**config.mk**
```make
export PLATFORM = sky130hd
export DESIGN_NAME = dmem_arbiter
export DESIGN_NICKNAME = d
export VERILOG_FILES = /design/src/rtl/dmem_arb_pkg.sv /design/src/rtl/arb_wait_counter.sv /design/src/rtl/dmem_arbiter.sv
export SDC_FILE = /design/constraint.sdc
export NUM_CORES = 1
export LEC_CHECK = 0
export BUFFER_PORTS_ARGS = -buffer_cell sky130_fd_sc_hd__buf_4
export CORE_ASPECT_RATIO = 1.5
export CORE_UTILIZATION = 34
export DETAILED_ROUTE_END_ITERATION = 10
export PLACE_DENSITY = 0.94
export SLEW_MARGIN = 20
export SYNTH_ARGS = -nofsm -noshare
export SYNTH_HDL_FRONTEND = slang
export SYNTH_SLANG_ARGS = --single-unit
```
**constraint.sdc**
```tcl
create_clock -name Clk -period 2.04 [get_ports Clk]
set_input_delay 0.102 -clock Clk [delete_from_list [all_inputs] [get_ports Clk]]
set_output_delay 0.102 -clock Clk [all_outputs]
set_load 0.01 [all_outputs]
```
**src/rtl/dmem_arb_pkg.sv**
```systemverilog
// Shared types and defaults for the data memory arbiter.
// Latency: n/a (types only).
// Backpressure: n/a (types only).
package dmem_arb_pkg;

    localparam int ADDR_W_DEF = 8;
    localparam int DATA_W_DEF = 16;
    localparam int WAIT_W     = 4;

    // Who owns the read data returning from memory this cycle.
    typedef enum logic [1:0] {
        OWN_NONE = 2'd0,
        OWN_CPU  = 2'd1,
        OWN_HOST = 2'd2
    } owner_t;

    // Host atomic-sequence lock.
    typedef enum logic {
        UNLOCKED = 1'b0,
        LOCKED   = 1'b1
    } lock_t;

endpackage

```
**src/rtl/arb_wait_counter.sv**
```systemverilog
// Saturating count of consecutive host-denied cycles, with the starvation compare.
// Latency: count updates on the clock edge; expired is combinational from the count.
// Backpressure: none; clr has priority over inc.
//
// Ports: Clk, Reset (sync, active-high); inc/clr controls; expired = count >= MAX_WAIT.
module arb_wait_counter
    import dmem_arb_pkg::*;
#(
    parameter int MAX_WAIT = 4
) (
    input  logic Clk,
    input  logic Reset,
    input  logic inc,
    input  logic clr,
    output logic expired
);

    logic [WAIT_W-1:0] cnt;

    always_ff @(posedge Clk) begin
        if (Reset) begin
            cnt <= '0;
        end else if (clr) begin
            cnt <= '0;
        end else if (inc && (cnt != {WAIT_W{1'b1}})) begin
            cnt <= cnt + 1'b1;
        end
    end

    assign expired = (cnt >= WAIT_W'(MAX_WAIT));

endmodule

```
**src/rtl/dmem_arbiter.sv**
```systemverilog
// Arbitrates the single-port data memory between the CPU FSM and the host loader.
// Latency: grant and write are combinational in the request cycle; read data returns 1 cycle after grant.
// Backpressure: a requester holds req until gnt; CPU wins by default, host wins after MAX_WAIT denials or while locked.
//
// Ports: cpu_* and host_* request/grant/read-return channels, mem_* drive the memory,
// host_owns reflects the registered lock state. Clk, Reset (sync, active-high).
module dmem_arbiter
    import dmem_arb_pkg::*;
#(
    parameter int ADDR_W   = ADDR_W_DEF,
    parameter int DATA_W   = DATA_W_DEF,
    parameter int MAX_WAIT = 4
) (
    input  logic              Clk,
    input  logic              Reset,
    input  logic              cpu_req,
    input  logic              cpu_we,
    input  logic [ADDR_W-1:0] cpu_addr,
    input  logic [DATA_W-1:0] cpu_wdata,
    output logic              cpu_gnt,
    output logic              cpu_rvalid,
    output logic [DATA_W-1:0] cpu_rdata,
    input  logic              host_req,
    input  logic              host_we,
    input  logic [ADDR_W-1:0] host_addr,
    input  logic [DATA_W-1:0] host_wdata,
    input  logic              host_lock,
    output logic              host_gnt,
    output logic              host_rvalid,
    output logic [DATA_W-1:0] host_rdata,
    output logic [ADDR_W-1:0] mem_addr,
    output logic              mem_we,
    output logic [DATA_W-1:0] mem_wdata,
    input  logic [DATA_W-1:0] mem_rdata,
    output logic              host_owns
);

    lock_t  lock_state, lock_nxt;
    owner_t rd_owner, rd_nxt;
    owner_t own;
    logic   lock_eff;
    logic   wait_expired;
    logic   wait_inc;

    arb_wait_counter #(.MAX_WAIT(MAX_WAIT)) u_wait (
        .Clk     (Clk),
        .Reset   (Reset),
        .inc     (wait_inc),
        .clr     (!wait_inc),
        .expired (wait_expired)
    );

    always_ff @(posedge Clk) begin
        if (Reset) begin
            lock_state <= UNLOCKED;
            rd_owner   <= OWN_NONE;
        end else begin
            lock_state <= lock_nxt;
            rd_owner   <= rd_nxt;
        end
    end

    always_comb begin
        own       = OWN_NONE;
        lock_nxt  = lock_state;
        rd_nxt    = OWN_NONE;
        mem_addr  = '0;
        mem_we    = 1'b0;
        mem_wdata = '0;

        // Releasing host_lock takes effect in the same cycle, so the CPU can
        // win the very cycle the host lets go.
        lock_eff = (lock_state == LOCKED) && host_lock;

        if (Reset) begin
            own = OWN_NONE;
        end else if (lock_eff) begin
            own = host_req ? OWN_HOST : OWN_NONE;
        end else if (cpu_req && host_req) begin
            own = wait_expired ? OWN_HOST : OWN_CPU;
        end else if (cpu_req) begin
            own = OWN_CPU;
        end else if (host_req) begin
            own = OWN_HOST;
        end

        if (own == OWN_CPU) begin
            mem_addr  = cpu_addr;
            mem_we    = cpu_we;
            mem_wdata = cpu_wdata;
            rd_nxt    = cpu_we ? OWN_NONE : OWN_CPU;
        end else if (own == OWN_HOST) begin
            mem_addr  = host_addr;
            mem_we    = host_we;
            mem_wdata = host_wdata;
            rd_nxt    = host_we ? OWN_NONE : OWN_HOST;
        end

        if ((own == OWN_HOST) && host_lock) begin
            lock_nxt = LOCKED;
        end else if (!host_lock) begin
            lock_nxt = UNLOCKED;
        end
    end

    assign cpu_gnt  = (own == OWN_CPU);
    assign host_gnt = (own == OWN_HOST);
    assign wait_inc = host_req && !host_gnt;

    // A read return pending across a reset is dropped.
    assign cpu_rvalid  = !Reset && (rd_owner == OWN_CPU);
    assign host_rvalid = !Reset && (rd_owner == OWN_HOST);
    assign cpu_rdata   = mem_rdata;
    assign host_rdata  = mem_rdata;
    assign host_owns   = (lock_state == LOCKED);

endmodule
```
==> metrics.txt, run 1 <==
number of CTS-inserted buffers 3; Power Density 422.2 mW/mm2; CTS sink count 7; most frequent cells in the layout 87 x buf_4, 26 x nor2b_1, 25 x a32o_1; GRT Util Overall 17.84%; die height 68.54 um; Fin Clk Skew 2.850 ps; # Post-CTS Setup Buffers 0; GP Congestion 0.6462; Slew @ Worst Pin 1051 ps; Site Rows 23; P_sw 0.1699 mW; RSZ-0062 raised after global routing no; Critical Path Max Stage Delay 510 ps; cell family with most CP delay simple AND/OR/NAND/NOR gates; crit end category output port; Unique masters post-synth 22; Remaining DRCs 0; Peak VDD IR 0.3271 mV; Worst EP arrival 1760 ps; Slew Viols, Final 0; Seq/Total Area, Yosys 13.97%; area of the multi-input gates 546.8 um2; Critical Path Slowest Stage Cell or2_2; vias in the first global route 952; required time worst endpoint 1940 ps; internal power 0.4359 mW; Core Region 0.002734 mm2; per-cell routed wire length 15.52 um; clk_lat worst skew 220 ps; Final Cycle Share 91.07%; Max-Cap Viols 0; Max-slew headroom 29.61%; Port Buf Inserts 84; first-pass GRT wire length 4188 um; Comb power frac 44.3%; FILL cells 276; via-per-instance ratio 5.155; # setup viols final 0; Routed Wire Length 3213 um; vias post-DR 1067; Die X 46.36 um; hold crit path type in2reg; status finished clean; CP Launch Type register; synthesized area per cell 8.225 um2; initial antenna violation count 0; Crit Path Max Fanout 26; Yosys reg bits 7; Switching Fraction 28.05%; setup tns final 0 ps; Mapped Area 0.001003 mm2; leakage power 0.6833 nW; initial DRC count 21; worst path bufs/invs 1; crit path kind reg2out; synth warn 0; Hold Buf Count CTS 0; clock buffer depth 2; CTS H-tree depth 1; Reg area 140.1 um2; cts repair resizes 0; crit-path cells or2_4 -> or2_2 -> a32o_1 -> buf_4; Die Area 0.003177 mm2; antenna-violating nets left 0; Ports 133; root buffer cell clkbuf_8; min Tclk post-route 1858 ps; Layout area overhead 43.02%; First-pass DRT Iterations 4; Overall Power 0.6059 mW; most common cell after layout, fill and taps aside buf_4; Initial Utilization 36.70%; Net Count, Synth 194; Reg clk slew, reported paths 40 ps; hpwl dp 2357 um; Diodes inserted 0; sequential share of power 23.7%; TritonCTS clock tree built; Overflow after GRT 0; Syn Inst Count 122; largest net degree at the start of global routing 32; Final #Nets 243; Clk pwr share 32.0%; Final Hold Viols 0; f_max 538.3 MHz; flop2flop setup slack 660 ps; layout cell share with drive strength beyond 1 55.88%
==> layer usage <==
layer  vias up  track usage, %  part of all wire, %
met5         -               0                    0
met4         0           7.353                  1.6
met3         8           3.906                  9.9
met2        54           34.55                   55
met1       503           17.01                   33
li1        502               -                    -
==> layout make-up <==
| cell class | count | share of cell area, % |
|---|---|---|
| inverter | 1 | 0.2616 |
| multi-input combinational | 71 | 38.10 |
| clock buffer | 4 | 3.139 |
| timing repair buffer | 87 | 45.51 |
| sequential | 7 | 9.765 |
| tap | 37 | 3.226 |
==> per-stage QoR <==
step,std cells,util [%],hold slack [ps],area (um2),setup WS (ps)
after floorplan,122,-,177.8,1003,652.7
after global placement,203,50.85,204.1,1390,321.0
after detailed placement,203,50.85,204.1,1390,285.0
after CTS,207,52.49,51.21,1435,43.69
after global routing,207,52.49,58.88,1435,92.93
final,207,52.49,50.85,1435,182.2
==> Yosys cell counts (all sizes together) <==
master	number	area (um2)
a21bo	1	10.01
a21oi	2	13.76
a32o	25	250.2
and3	2	12.51
buf	38	296.5
clkbuf	5	18.77
conb	1	3.750
dfxtp	7	140.1
ha	1	12.51
inv	1	3.750
nand2b	2	12.51
nor2	2	7.510
nor2b	27	168.9
nor3	2	10.01
nor3b	3	22.52
o21ai	1	5.000
or2	2	15.02
==> final timing paths <==
check | end | startpoint | cells after the start
worst max-delay path | mem_addr[6] | u_wait.cnt[2] | 4
worst min-delay path | rd_owner[1] | host_we | 2
worst max register to register | u_wait.cnt[0] | u_wait.cnt[2] | 3
worst min register to register | u_wait.cnt[0] | u_wait.cnt[0] | 1
==> logic make-up (layout without fill, tap and decap cells) <==
kind of cell    Yosys count  count (layout)  synth area share, %
fa+ha+maj                 1               1                1.247
compound gates           29              29                27.80
buf+inv                  44              92                31.79
flops                     7               7                13.96
simple gates             40              40                24.81
other cells               1               1               0.3737
==> power by group through the flow <==
stage	Combinational (mW)	Clock [mW]	Sequential, mW
after global placement	0.263	0	0.146
final	0.268	0.194	0.144
after global routing	0.289	0.208	0.144
after CTS	0.269	0.198	0.144
after detailed placement	0.267	0	0.146
after floorplan	0.188	0	0.146
==> flip-flops by register name, summed over array words and instances, names as in the netlist <==
name and flops:
host_owns 1, u_wait.cnt 4, rd_owner 2
(Power assumes the default switching activity.)
==> run 2: changes to the inputs <==
- CORE_UTILIZATION: 34 -> 33
- CTS_BUF_LIST: not set -> sky130_fd_sc_hd__clkbuf_4
- PLACE_DENSITY: 0.94 -> 0.95
- SYNTH_HIERARCHICAL: not set -> 1
==> metrics.txt, run 2 <==
# setup viols final 0 (unchanged); setup tns final 0 ps (unchanged); Unique masters post-synth 29 (was 22); Post-synth ARST share 0% (unchanged); largest reg by FF count u_wait/cnt (was u_wait.cnt); FILL cells 226 (was 276); initial DRC count 26 (was 21); Port Buf Inserts 84 (unchanged); via-per-instance ratio 5.146 (was 5.155); initial antenna violation count 0 (unchanged); Site Rows 22 (was 23); Remaining DRCs 0 (unchanged); GP Congestion 0.7801 (was 0.6462); min Tclk post-route 1893 ps (was 1858 ps); Crit Path Max Fanout 16 (was 26); Worst EP arrival 1790 ps (was 1760 ps); Ports 133 (unchanged); crit path kind reg2out (unchanged); Reg area 140.1 um2 (unchanged); Max-Cap Viols 0 (unchanged); worst reg-to-reg path cell count 6 (was 3); synth warn 6 (was 0); status finished clean (unchanged); Overflow after GRT 0 (unchanged); CTS H-tree depth 1 (unchanged); Hold Path Sink rd_owner[1] (unchanged); area leader, netlist buf_4 (was a32o_1); TritonCTS clock tree built (unchanged); most frequent cells in the layout 89 x buf_4, 18 x a22o_1, 7 x a22o_2, 7 x dfxtp_1 (was 87 x buf_4, 26 x nor2b_1, 25 x a32o_1); Non-Filler Instances 192 (was 207); Mapped Area 885.9 um2 (was 0.001003 mm2); per-cell routed wire length 15.30 um (was 15.52 um); Syn Inst Count 100 (was 122); RSZ-0062 raised after global routing no (unchanged); Die X 44.31 um (was 46.36 um); Reg clk slew, reported paths 50 ps (was 40 ps); Final Cycle Share 92.79% (was 91.07%); max reg flops 4 (unchanged); top area cells in the synthesized netlist buf_4 27%, a22o_1 18%, dfxtp_1 16% (was a32o_1 25%, buf_4 24%, nor2b_1 17%); first-pass GRT wire length 4243 um (was 4188 um); Core Region 0.002505 mm2 (was 0.002734 mm2); Clk pwr share 27.5% (was 32.0%); share of the synthesized area in the top cell type 27.12% (was 24.94%); Peak VDD IR 0.3004 mV (was 0.3271 mV); Final #Nets 229 (was 243); flop2flop setup slack 250 ps (was 660 ps); antenna-violating nets left 0 (unchanged); Critical R2R Launch u_wait/cnt[3] (was u_wait.cnt[2]); synthesized area per cell 8.859 um2 (was 8.225 um2); Routed Wire Length 2938 um (was 3213 um); hold crit path type in2reg (unchanged); Switching Fraction 28.00% (was 28.05%); Fin Clk Skew 0.4772 ps (was 2.850 ps); CP Launch Type register (unchanged); GRT Util Overall 19.56% (was 17.84%); largest net degree at the start of global routing 17 (was 32); area of the multi-input gates 459.2 um2 (was 546.8 um2); Slew @ Worst Pin 294.8 ps (was 1051 ps); # Post-CTS Setup Buffers 0 (unchanged); P_sw 0.1462 mW (was 0.1699 mW); Net Count, Synth 172 (was 194); final instance area 0.001346 mm2 (was 0.001435 mm2); sequential share of power 27.3% (was 23.7%); placed instance area 0.001316 mm2 (was 0.001390 mm2); Comb power frac 45.2% (was 44.3%); Yosys reg bits 7 (unchanged); vias post-DR 988 (was 1067); Max-slew headroom 80.27% (was 29.61%); most common cell after layout, fill and taps aside buf_4 (unchanged); Layout area overhead 51.98% (was 43.02%); Initial Utilization 35.36% (was 36.70%); EDFF count, synth 0 (unchanged); Post-synth top cells 32 x buf_4, 18 x a22o_1, 7 x a22o_2, 7 x dfxtp_1, 4 x nand2_1 (was 32 x buf_4, 27 x nor2b_1, 25 x a32o_1, 7 x dfxtp_1, 5 x clkbuf_1); Diodes inserted 0 (unchanged); Slew Viols, Final 0 (unchanged); f_max 528.3 MHz (was 538.3 MHz); Seq/Total Area, Yosys 15.82% (was 13.97%); crit end category output port (unchanged); layout cell share with drive strength beyond 1 66.67% (was 55.88%); Hold Buf Count CTS 0 (unchanged); clock buffer depth 2 (unchanged); Placed Instances 188 (was 203); most common cell in the netlist buf_4 (unchanged); die height 65.46 um (was 68.54 um); Final Util 53.75% (was 52.49%); R2R Path End u_wait/cnt[3] (was u_wait.cnt[0]); hpwl dp 2534 um (was 2357 um); clk_lat worst skew 260 ps (was 220 ps); Overall Power 0.5223 mW (was 0.6059 mW); Final Hold Viols 0 (unchanged); vias in the first global route 936 (was 952); cts repair resizes 0 (unchanged); Worst Min Path Start host_we (unchanged); Power Density 388.0 mW/mm2 (was 422.2 mW/mm2); number of CTS-inserted buffers 3 (unchanged); First-pass DRT Iterations 4 (unchanged); Crit. Startpoint u_wait/cnt[3] (was u_wait.cnt[2]); required time worst endpoint 1940 ps (about the same); internal power 0.3761 mW (was 0.4359 mW); Most used DFF post-synth dfxtp_1 (unchanged); CTS sink count 7 (unchanged); leakage power 0.7129 nW (was 0.6833 nW); Die Area 0.002900 mm2 (was 0.003177 mm2); root buffer cell clkbuf_4 (was clkbuf_8); Hold Crit Depth 2 (unchanged)
==> run 2: changes by cell type in the layout (fill, tap and decap cells not counted), moves of 3 or more <==
cell / previous run / this run
a22o_1: 0 / 18
a22o_2: 0 / 7
a32o_1: 25 / 0
clkbuf_4: 0 / 4
clkbuf_8: 3 / 0
nand2_1: 0 / 4
nor2b_1: 26 / 2
==> run 2: per-layer routing <==
metal	GRT usage (%)	part of all wire (%)	wire [um]
met1	17.06	30	871
met2	40.26	58	1694
met3	6.044	12	345
met4	4.545	0.88	26
met5	0	0	0
==> run 2: worst max-delay path: stages (launching register included) <==
cell and delay [ps]:
dfxtp_1 340, or2_2 350, o211a_1 280, buf_4 200
a22o_2 220, buf_4 140
==> run 2: kinds of logic after synthesis <==
logic type      count (synthesis)  share of synthesized area, %
mux                             2                         2.260
fa+ha+maj                       1                         1.412
buf+inv                        38                         32.34
flops                           7                         15.82
simple gates                   20                         14.27
compound gates                 32                         33.90
==> run 2: area by class of cell <==
cell class                      instances  share of cell area, %
Clock buffer                            4                  2.230
Inverter                                1                 0.2788
Multi-Input combinational cell         55                  34.11
Sequential cell                         7                  10.41
Tap cell                               36                  3.346
Timing Repair Buffer                   89                  49.63
==> run 2: power groups by stage <==
stage / registers (mW) / clock network [mW] / logic [mW]
floorplan: 0.145 / 0 / 0.154
global route: 0.143 / 0.151 / 0.251
global placement: 0.145 / 0 / 0.230
detailed placement: 0.146 / 0 / 0.236
finish: 0.143 / 0.144 / 0.236
CTS: 0.143 / 0.147 / 0.237
==> run 2: stage by stage <==
step | worst slack [ps] | hold slack [ps]
6_report | 147.0 | 15.39
5_1_grt | 101.1 | 14.58
4_1_cts | 151.8 | 11.96
3_5_place_dp | 274.6 | 204.1
3_3_place_gp | 426.7 | 204.1
2_1_floorplan | 195.5 | 173.6
==> run 2: how the worst max path moves through the flow <==
stage | to | cells past startpoint
floorplan | u_wait/cnt[3] | 7
global route | mem_wdata[2] | 5
CTS | mem_addr[0] | 5
finish | mem_addr[3] | 5
global placement | u_wait/cnt[3] | 6
detailed placement | u_wait/cnt[3] | 6
==> run 3: changes to the inputs <==
- RECOVER_POWER: not set -> 100
==> metrics.txt, run 3 (synthesized netlist as in run 2, its figures left out) <==
Max-Cap Viols 0 (unchanged); Final Cycle Share 94.27% (was 92.79%); Port Buf Inserts 84 (unchanged); Worst EP arrival 1820 ps (was 1790 ps); Final Util 49.75% (was 53.75%); die height 65.46 um (unchanged); placed instance area 0.001316 mm2 (unchanged); Initial Utilization 35.36% (unchanged); CP Launch Type register (unchanged); hpwl dp 2534 um (unchanged); f_max 520.0 MHz (was 528.3 MHz); crit end category output port (unchanged); Slew Viols, Final 0 (unchanged); # Post-CTS Setup Buffers 0 (unchanged); Fin Clk Skew 2.724 ps (was 0.4772 ps); antenna-violating nets left 0 (unchanged); CTS sink count 7 (unchanged); M3 GR Usage 6.044% (unchanged); Remaining DRCs 0 (unchanged); Final Hold Viols 0 (unchanged); status finished clean (unchanged); Diodes inserted 0 (unchanged); Core Region 0.002505 mm2 (unchanged); leakage power 0.6070 nW (was 0.7129 nW); Crit Path Max Fanout 16 (unchanged); initial DRC count 18 (was 26); Power Density 401.2 mW/mm2 (was 388.0 mW/mm2); required time worst endpoint 1940 ps (about the same); Ports 133 (unchanged); GRT Util Overall 19.56% (unchanged); met1 usage 17.06% (unchanged); RSZ-0062 raised after global routing no (unchanged); via-per-instance ratio 5.130 (was 5.146); Peak VDD IR 0.2937 mV (was 0.3004 mV); cts repair resizes 0 (unchanged); Layout area overhead 40.68% (was 51.98%); First-pass DRT Iterations 4 (unchanged); root buffer cell clkbuf_4 (unchanged); Routed Wire Length 2958 um (was 2938 um); GRT met2 Usage 40.26% (unchanged); most common cell after layout, fill and taps aside buf_4 (unchanged); min Tclk post-route 1923 ps (was 1893 ps); flop2flop setup slack 240 ps (was 250 ps); Die Area 0.002900 mm2 (unchanged); first-pass GRT wire length 4243 um (unchanged); TritonCTS clock tree built (unchanged); crit path kind reg2out (unchanged); layout cell share with drive strength beyond 1 50.00% (was 66.67%); initial antenna violation count 0 (unchanged); GP Congestion 0.7801 (unchanged); largest reg by FF count u_wait/cnt (unchanged); Overflow after GRT 0 (unchanged); most frequent cells in the layout 62 x buf_4, 26 x clkbuf_1, 18 x a22o_1 (was 89 x buf_4, 18 x a22o_1, 7 x a22o_2, 7 x dfxtp_1); final instance area 0.001246 mm2 (was 0.001346 mm2); setup tns final 0 ps (unchanged); Site Rows 22 (unchanged); vias post-DR 985 (was 988); clk_lat worst skew 260 ps (about the same); CTS H-tree depth 1 (unchanged); Slew @ Worst Pin 299.9 ps (was 294.8 ps); max reg flops 4 (unchanged); Max-slew headroom 79.93% (was 80.27%); largest net degree at the start of global routing 17 (unchanged); Hold Buf Count CTS 0 (unchanged); Final #Nets 229 (unchanged); clock buffer depth 2 (unchanged); # setup viols final 0 (unchanged); per-cell routed wire length 15.41 um (was 15.30 um); hold crit path type in2reg (unchanged); Die X 44.31 um (unchanged); Reg clk slew, reported paths 50 ps (about the same); number of CTS-inserted buffers 3 (unchanged); vias in the first global route 936 (unchanged); Top Usage Layer GRT met2 (unchanged)
## run 3: cell count changes in the layout (fill, tap and decap cells not counted), sizes merged
cell	change
buf	-26
clkbuf	+26
## run 3: worst paths after layout
check	to	startpoint	depth (start not counted)
max	mem_addr[7]	u_wait/cnt[3]	5
min	rd_owner[1]	host_we	2
max reg2reg	u_wait/cnt[3]	u_wait/cnt[3]	6
min reg2reg	u_wait/cnt[1]	u_wait/cnt[1]	2
## run 3: final cells by class
| cell class | count | area (um2) |
|---|---|---|
| multi-input combinational | 55 | 459.2 |
| tap | 36 | 45.04 |
| fill | 250 | 1259 |
| clock buffer | 4 | 30.03 |
| inverter | 1 | 3.754 |
| sequential | 7 | 140.1 |
| timing repair buffer | 89 | 568.0 |
## run 3: per-layer routing
layer | vias up | wire (um)
met5 | - | 0
met4 | 0 | 28
met3 | 3 | 362
met2 | 84 | 1672
met1 | 449 | 895
li1 | 449 | -
## run 3: worst max-delay path: stages, from the launching register on
cell,delay [ps]
dfxtp_1,340
or2_2,360
o211a_1,280
buf_2,220
a22o_2,230
clkbuf_1,130
## run 3: through the flow
stage / cells / power, mW / hold slack, ps / worst slack [ps]
after global placement: 188 / 0.3749 / 204.1 / 426.7
after detailed placement: 188 / 0.3819 / 204.1 / 274.6
final: 192 / 0.5000 / 14.87 / 116.9
after global routing: 192 / 0.5208 / 14.58 / 52.97
after floorplan: 100 / 0.2992 / 173.6 / 195.5
after CTS: 192 / 0.5259 / 11.96 / 151.8
## run 3: power breakdown
group	switching (mW)	internal, mW	total [mW]
clock network	0.0569	0.0883	0.145
registers	0.00250	0.140	0.143
logic	0.0879	0.124	0.212
